File: config.mk
export PLATFORM = sky130hd
export DESIGN_NAME = lcd_status_reader
export DESIGN_NICKNAME = d
export VERILOG_FILES = /design/src/rtl/lcd_status_reader.sv
export SDC_FILE = /design/constraint.sdc
export NUM_CORES = 1
export LEC_CHECK = 0
export ABC_AREA = 1
export CAP_MARGIN = 10
export CORE_MARGIN = 8
export CORE_UTILIZATION = 57
export CTS_BUF_LIST = sky130_fd_sc_hd__clkbuf_4 sky130_fd_sc_hd__clkbuf_8
export DETAILED_ROUTE_END_ITERATION = 12
export PLACE_DENSITY = 0.92
export RECOVER_POWER = 25
export SLEW_MARGIN = 20
export SYNTH_ARGS = -nofsm -noshare
export SYNTH_HDL_FRONTEND = slang
export SYNTH_SLANG_ARGS = --single-unit
File: constraint.sdc
create_clock -name clk -period 2.1 [get_ports clk]
set_input_delay 0.315 -clock clk [delete_from_list [all_inputs] [get_ports clk]]
set_output_delay 0.315 -clock clk [all_outputs]
set_load 0.05 [all_outputs]
File: src/rtl/lcd_status_reader.sv
// lcd_status_reader: HD44780 instruction-register reader (RS=0, RW=1).
// Returns busy flag and address counter, optionally polling until idle.
module lcd_status_reader #(
    parameter int SETUP_CYCLES  = 2,
    parameter int E_HIGH_CYCLES = 12,
    parameter int E_LOW_CYCLES  = 12,
    parameter int MAX_POLLS     = 255
) (
    input  logic       clk,
    input  logic       reset,
    input  logic       readRequest,
    input  logic       pollMode,
    input  logic [7:0] lcdDataIn,
    output logic       LCD_RS,
    output logic       LCD_RW,
    output logic       LCD_EN,
    output logic       busOwned,
    output logic       busy,
    output logic       done,
    output logic       busyFlag,
    output logic [6:0] addressCounter,
    output logic       timeout
);

    typedef enum logic [2:0] {IDLE, SETUP, EHIGH, EHOLD, DONE} state_t;

    localparam int CNT_W = 16;
    localparam logic [CNT_W-1:0] SETUP_LOAD = CNT_W'(SETUP_CYCLES - 1);
    localparam logic [CNT_W-1:0] EHIGH_LOAD = CNT_W'(E_HIGH_CYCLES - 1);
    localparam logic [CNT_W-1:0] ELOW_LOAD  = CNT_W'(E_LOW_CYCLES - 1);
    localparam logic [7:0]       MAX_POLLS8 = 8'(MAX_POLLS);

    state_t           state_reg, state_next;
    logic [CNT_W-1:0] cnt_reg, cnt_next;
    logic [7:0]       poll_cnt_reg;
    logic             poll_mode_reg;
    logic [7:0]       capture_reg;
    logic             phase_end;
    logic             capture_en;
    logic             accept;

    logic rw_reg, en_reg, owned_reg, busy_reg, done_reg;
    logic rw_next, en_next, owned_next, busy_next, done_next;
    logic       busy_flag_reg;
    logic [6:0] address_counter_reg;
    logic       timeout_reg;

    assign phase_end  = (cnt_reg == '0);
    assign capture_en = (state_reg == EHIGH) && phase_end;
    assign accept     = (state_reg == IDLE) && readRequest;

    // Next-state and phase-timer logic; the counter reloads on each phase entry.
    always_comb begin
        state_next = state_reg;
        cnt_next   = phase_end ? '0 : cnt_reg - 1'b1;
        case (state_reg)
            IDLE: begin
                if (readRequest) begin
                    state_next = SETUP;
                    cnt_next   = SETUP_LOAD;
                end
            end
            SETUP: begin
                if (phase_end) begin
                    state_next = EHIGH;
                    cnt_next   = EHIGH_LOAD;
                end
            end
            EHIGH: begin
                if (phase_end) begin
                    state_next = EHOLD;
                    cnt_next   = ELOW_LOAD;
                end
            end
            EHOLD: begin
                if (phase_end) begin
                    // poll_cnt_reg already counts the read that just finished
                    if (poll_mode_reg && capture_reg[7] && (poll_cnt_reg < MAX_POLLS8)) begin
                        state_next = SETUP;
                        cnt_next   = SETUP_LOAD;
                    end else begin
                        state_next = DONE;
                    end
                end
            end
            DONE:    state_next = IDLE;
            default: state_next = IDLE;
        endcase
    end

    // Output decode from the next state so every pad/status output is a flop.
    always_comb begin
        owned_next = (state_next == SETUP) || (state_next == EHIGH) || (state_next == EHOLD);
        rw_next    = owned_next;
        en_next    = (state_next == EHIGH);
        busy_next  = (state_next != IDLE);
        done_next  = (state_next == DONE);
    end

    // State, timer, poll bookkeeping and registered outputs.
    always_ff @(posedge clk) begin
        if (reset) begin
            state_reg           <= IDLE;
            cnt_reg             <= '0;
            poll_cnt_reg        <= '0;
            poll_mode_reg       <= 1'b0;
            rw_reg              <= 1'b0;
            en_reg              <= 1'b0;
            owned_reg           <= 1'b0;
            busy_reg            <= 1'b0;
            done_reg            <= 1'b0;
            busy_flag_reg       <= 1'b0;
            address_counter_reg <= '0;
            timeout_reg         <= 1'b0;
        end else begin
            state_reg <= state_next;
            cnt_reg   <= cnt_next;
            rw_reg    <= rw_next;
            en_reg    <= en_next;
            owned_reg <= owned_next;
            busy_reg  <= busy_next;
            done_reg  <= done_next;
            if (accept) begin
                poll_mode_reg <= pollMode;
                poll_cnt_reg  <= '0;
                timeout_reg   <= 1'b0;
            end else if (capture_en) begin
                poll_cnt_reg <= poll_cnt_reg + 1'b1;
            end
            if (state_next == DONE) begin
                busy_flag_reg       <= capture_reg[7];
                address_counter_reg <= capture_reg[6:0];
                timeout_reg         <= poll_mode_reg & capture_reg[7];
            end
        end
    end

    // Data-bus capture on the edge that ends EN high; reset discards it.
    generate
        for (genvar gi = 0; gi < 8; gi++) begin : g_capture
            always_ff @(posedge clk) begin
                if (reset) begin
                    capture_reg[gi] <= 1'b0;
                end else if (capture_en) begin
                    capture_reg[gi] <= lcdDataIn[gi];
                end
            end
        end
    endgenerate

    assign LCD_RS         = 1'b0;
    assign LCD_RW         = rw_reg;
    assign LCD_EN         = en_reg;
    assign busOwned       = owned_reg;
    assign busy           = busy_reg;
    assign done           = done_reg;
    assign busyFlag       = busy_flag_reg;
    assign addressCounter = address_counter_reg;
    assign timeout        = timeout_reg;

endmodule

==> results of run 1 <==
## layout by cell type, fill, tap and decap left out, types with 6 or more instances in the layout
cell,instances
a21oi_1,12
clkdlybuf4s50_1,25
nor3_1,8
nor2_1,68
dfxtp_1,49
inv_1,28
o21ai_0,22
nand2_1,53
nand3_1,14
xor2_1,6
## per-stage QoR
step / util [%] / power, W / worst slack [ns]
4_1_cts: 67.6 / 0.00392 / 0.282
6_report: 67.3 / 0.00386 / 0.296
3_5_place_dp: 64.7 / 0.00321 / 0.337
3_3_place_gp: 64.7 / 0.00316 / 0.395
2_1_floorplan: - / 0.00288 / 0.618
5_1_grt: 67.3 / 0.00417 / 0.103
## logic make-up (layout without fill, tap and decap cells)
| group | Yosys count | after routing |
|---|---|---|
| buf+inv | 37 | 65 |
| compound gates | 38 | 38 |
| xor+xnor | 11 | 11 |
| other cells | 1 | 1 |
| fa+ha+maj | 3 | 3 |
| simple gates | 162 | 162 |
| flops | 49 | 49 |
## where the power goes
group	internal (W)	switching [W]
Combinational	0.000668	0.00122
Sequential	0.00112	0.000170
Clock	0.000357	0.000328
## how the worst max path moves through the flow
stage | start | end | slack [ns]
2_1_floorplan | cnt_reg[0] | capture_reg[0] | 0.62
3_3_place_gp | readRequest | cnt_reg[3] | 0.40
3_5_place_dp | readRequest | cnt_reg[1] | 0.34
4_1_cts | timeout | timeout | 0.28
5_1_grt | cnt_reg[0] | cnt_reg[6] | 0.10
6_report | timeout | timeout | 0.30
## layer usage
layer / routed length [um] / up-vias / global-route usage [%]
li1: - / 998 / -
met1: 1960 / 843 / 16.8
met2: 2230 / 39 / 26.9
met3: 241 / 12 / 5.42
met4: 101 / 0 / 7.22
met5: 0 / - / 0
## area by class of cell
cell class / instances / area share, %
inverter: 31 / 4.55
sequential: 49 / 37.5
clock inverter: 3 / 1.68
clock buffer: 5 / 2.63
tap: 50 / 2.39
timing repair buffer: 26 / 9.86
multi-input combinational: 215 / 41.4
==> impl_results.md, run 1 <==
- Post-Synthesis Cell Area: 2240 sq um
- Dominant synthesized flop cell: dfxtp_1
- Critical path's top delay family: buffers and inverters
- Reg2Reg Depth: 11
- Critical Setup Path Class: reg -> out
- Clock slew at reported path FFs: 0.09 ns
- Synth async-reset ratio: 0%
- Hold Crit Endpoint: addressCounter[3]
- CTS Buf Count: 5
- Remaining Overflow, GRT: 0
- Hold-critical path depth: 2
- Worst path slowest cell: clkdlybuf4s50_1
- Reg-to-Reg Start: cnt_reg[0]
- Synth Area in Compound Gates: 8.87%
- Max reg flops: 16
- Sequential area share after synthesis: 43.7%
- CP Capture Type: primary output
- First-pass GRT wire length: 7.90 mm
- Area fraction of the dominant cell type after synthesis: 43.7%
- Clk root buf: clkbuf_8
- TritonCTS clock tree: yes
- HP Start: capture_reg[3]
- Via count: 1892
- P&R area growth vs syn: 16.5%
- Initial antenna violation count: 0
- Adder-Cell Fraction of Synth Area: 1.67%
- Multi-input combinational cell area: 1080 sq um
- I/O Buffers: 25
- Ports: 27
- R2R Path End: cnt_reg[6]
- Setup TNS: 0 ns
- Pwr Density: 1480 nW/um^2
- Mean Syn Cell Area: 7.45 sq um
- Post-CTS Resized: 0
- Tmin final: 1.80 ns
- Fillcell total: 325
- DRC violations left: 0
- Chip width: 78.7 um
- Syn. warnings: 0
- HP Class: reg -> reg
- Worst EP arrival: 1.49 ns
- Fmax: 554 MHz
- Yosys top cell by area: dfxtp_1
- Antenna diode count: 0
- Area contributors post-synth: dfxtp_1 44%, nor2_1 11%, nand2_1 8.5%
- Final worst path period share: 85.9%
- Tot GR Track Use: 15.6%
- Initial Utilization: 57.7%
- Worst-Skew Late Latency: 0.31 ns
- Final hold violation count: 0
- Max-cap violations: 0
- Vias in the first global route: 1896
- Skew final: 0.0152 ns
- # H-tree levels: 2
- FF-to-FF setup slack: 0.32 ns
- Slew margin rel.: 65.6%
- Most frequent cells after synthesis: 67 x nor2_1, 51 x nand2_1, 49 x dfxtp_1
- Most common cell in the netlist: nor2_1
- Worst Hold Margin: 0.487 ns
- Non-filler instance count after layout: 379
- CORE AREA: 3880 sq um
- Routed Antenna Nets: 0
- Simple-gate share of the synthesized area: 33.7%
- Xor-xnor portion of the synthesized cell area: 4.29%
- Clock Sinks: 49
- CTS Buffer Depth: 2
- Die ar.: 6200 sq um
- Post-route cell area: 2610 sq um
- Placement-stage cell area: 2510 sq um
- Required @ worst endpoint: 1.78 ns
- Register area: 981 sq um
- Synth Net Count: 316
- Number of flops mapped to enable cells by yosys: 0
- Status: finished, final reports clean
- Critical path depth in cells: 1
- Hold Buf Count CTS: 0
- Drt pass-1 iters: 4
- Worst path bufs/invs: 1
- CP peak stage delay: 0.83 ns
- Crit path max fanout: 2
- Layout cell share with drive strength beyond 1: 9.73%
- Largest family of logic cells by synthesized area: simple AND/OR/NAND/NOR gates
- Worst VDD drop: 600 uV
- Row count: 23
- Post-CTS setup buffers: 0
- Vert. Die Dim: 78.7 um
- Startpoint types: flip-flop
- Cells after DPL: 371
- Cells after Synth: 301
- Setup-failing EPs final: 0
- Mean routed wirelength per cell: 12.0 um
- RSZ-0062 raised after global routing: no
- Post-Route WL: 4.54 mm
- Nets: 343
- Slew Viols, Final: 0
- CP Cell Sequence: clkdlybuf4s50_1
- Iteration-0 DRC Markers: 105
- Hpwl dp: 3.30 mm
- #FFs+latches synth: 49
- Mux contribution to synthesized area: 0%
- Synth unique cells: 31
- Worst-Margin Slew: 0.515 ns
- Placer Congestion: 0.840
- Leak: 1.18 nW
- Via density: 4.99
- Largest net degree at the start of global routing: 23
No activity file was read; power rests on OpenSTA's default activity.
==> run 2, diff against run 1 <==
Settings changed: CORE_ASPECT_RATIO set to 0.5, CTS_BUF_LIST sky130_fd_sc_hd__clkbuf_4 sky130_fd_sc_hd__clkbuf_8 to sky130_fd_sc_hd__clkbuf_8, CTS_CLUSTER_SIZE set to 20.
==> impl_results.md, run 2 (synthesis gave the netlist of run 1 again) <==
- Commonest non-fill, non-tap cell in the layout: nor2_1 (unchanged)
- Slew Viols, Final: 0 (unchanged)
- Final worst path period share: 87.8% (was 85.9%)
- Row count: 16 (was 23)
- Via density: 5.21 (was 4.99)
- Nets: 343 (unchanged)
- Seq pwr share: 33.3% (was 33.5%)
- Die ar.: 6320 sq um (was 6200 sq um)
- Ports: 27 (unchanged)
- Via count: 1995 (was 1892)
- Post-CTS Resized: 0 (unchanged)
- Leak: 1.18 nW (about the same)
- Worst path slowest cell: dfxtp_1 (was clkdlybuf4s50_1)
- Reg2Reg Depth: 11 (unchanged)
- Iteration-0 DRC Markers: 138 (was 105)
- Tot GR Track Use: 16.4% (was 15.6%)
- Internal Power: 0.00215 W (about the same)
- Worst-Skew Late Latency: 0.32 ns (was 0.31 ns)
- Hold Buf Count CTS: 0 (unchanged)
- Critical Setup Path Class: reg -> reg (was reg -> out)
- Pwr Density: 1490 nW/um^2 (was 1480 nW/um^2)
- I/O Buffers: 25 (unchanged)
- Initial antenna violation count: 0 (unchanged)
- Largest net degree at the start of global routing: 23 (unchanged)
- Worst-Margin Slew: 0.530 ns (was 0.515 ns)
- Crit path max fanout: 9 (was 2)
- Non-filler instance count after layout: 383 (was 379)
- Status: finished, final reports clean (unchanged)
- Setup-failing EPs final: 0 (unchanged)
- CORE AREA: 3840 sq um (was 3880 sq um)
- CP peak stage delay: 0.35 ns (was 0.83 ns)
- Clock slew at reported path FFs: 0.09 ns (about the same)
- Final hold violation count: 0 (unchanged)
- First-pass GRT wire length: 8.34 mm (was 7.90 mm)
- Most frequent cells in the layout: 68 x nor2_1, 52 x nand2_1, 49 x dfxtp_1, 28 x inv_1, 25 x clkdlybuf4s50_1 (was 68 x nor2_1, 53 x nand2_1, 49 x dfxtp_1, 28 x inv_1, 25 x clkdlybuf4s50_1)
- Slew margin rel.: 64.5% (was 65.6%)
- Critical path's top delay family: simple AND/OR/NAND/NOR gates (was buffers and inverters)
- Post-Route WL: 5.12 mm (was 4.54 mm)
- Initial Utilization: 58.4% (was 57.7%)
- Setup TNS: 0 ns (unchanged)
- CTS Buf Count: 5 (unchanged)
- Tmin final: 1.84 ns (was 1.80 ns)
- Most used cell, CP: inv_1
- Max-cap violations: 0 (unchanged)
- Routed Antenna Nets: 0 (unchanged)
- HP Class: reg -> reg (unchanged)
- Startpoint types: flip-flop (unchanged)
- Combinational Power Share: 49.0% (was 48.8%)
- P&R area growth vs syn: 17.0% (was 16.5%)
- Critical path depth in cells: 11 (was 1)
- Vert. Die Dim: 60.4 um (was 78.7 um)
- Required @ worst endpoint: 2.34 ns (was 1.78 ns)
- Vias in the first global route: 1905 (was 1896)
- CP Cell Sequence: inv_1 > ha_1 > inv_1 > nor2_1 > nand2_1 > nor2_4 > nand2_4 > inv_1 > nor2_1 > inv_1 > a21oi_1 (was clkdlybuf4s50_1)
- Post-CTS setup buffers: 0 (unchanged)
- Max reg flops: 16 (unchanged)
- Placer Congestion: 0.813 (was 0.840)
- Worst path bufs/invs: 4 (was 1)
- Drt pass-1 iters: 5 (was 4)
- Switching pwr: 0.00177 W (was 0.00171 W)
- Clock Sinks: 49 (unchanged)
- RSZ-0062 raised after global routing: no (unchanged)
- Share of power burned in the clock network: 17.7% (about the same)
- Mean routed wirelength per cell: 13.4 um (was 12.0 um)
- Chip width: 105 um (was 78.7 um)
- Skew final: 0.00932 ns (was 0.0152 ns)
- CTS Buffer Depth: 2 (unchanged)
- Layout cell share with drive strength beyond 1: 9.73% (unchanged)
- Fmax: 542 MHz (was 554 MHz)
- Cells after DPL: 375 (was 371)
- Clk root buf: clkbuf_8 (unchanged)
- Worst VDD drop: 629 uV (was 600 uV)
- Hpwl dp: 3.60 mm (was 3.30 mm)
- # H-tree levels: 2 (unchanged)
- Antenna diode count: 0 (unchanged)
- FF-to-FF setup slack: 0.26 ns (was 0.32 ns)
- Hold-critical path depth: 2 (unchanged)
- CP Capture Type: flip-flop (was primary output)
- TritonCTS clock tree: yes (unchanged)
- Remaining Overflow, GRT: 0 (unchanged)
- Switching share of power: 45.1% (was 44.4%)
- Worst EP arrival: 2.09 ns (was 1.49 ns)
- DRC violations left: 0 (unchanged)
[run 2: worst paths after layout]
| path | start | end |
|---|---|---|
| setup / recovery | cnt_reg[0] | cnt_reg[6] |
| hold / removal | capture_reg[3] | addressCounter[3] |
| setup reg to reg | cnt_reg[0] | cnt_reg[6] |
| hold reg to reg | capture_reg[3] | addressCounter[3] |
[run 2: area by class of cell]
class	instances	area (sq um)
Tap cell	54	67.6
Clock buffer	5	68.8
Timing Repair Buffer	26	258
Multi-Input combinational cell	215	1080
Inverter	31	119
Clock inverter	3	46.3
Sequential cell	49	981
Fill cell	295	1220
[run 2: metal layers]
metal	vias to the layer above	share of wire [%]	global-route usage (%)
li1	1006	-	-
met1	915	43	17.3
met2	58	50	30.5
met3	16	4.4	5.19
met4	0	2.5	7.43
met5	-	0	0
[run 2: metrics by stage]
step	util, %	setup slack [ns]	power, W	area [sq um]	hold slack (ns)
finish	68.3	0.256	0.00392	2620	0.496
global route	68.3	0.111	0.00420	2620	0.522
CTS	68.5	0.268	0.00394	2630	0.499
detailed placement	65.5	0.313	0.00324	2520	0.474
global placement	65.5	0.380	0.00315	2520	0.459
floorplan	-	0.618	0.00288	2240	0.450
[run 2: worst min-delay path, cell delays in order (launching register included)]
cell,delay [ns]
dfxtp_1,0.32
nor2_1,0.09
nor2_1,0.05
[run 2: power by group through the flow]
stage	Clock [W]	Combinational, W	Sequential [W]
2_1_floorplan	0	0.00152	0.00136
3_3_place_gp	0	0.00185	0.00130
3_5_place_dp	0	0.00192	0.00131
4_1_cts	0.000692	0.00195	0.00130
5_1_grt	0.000737	0.00213	0.00133
6_report	0.000694	0.00192	0.00130
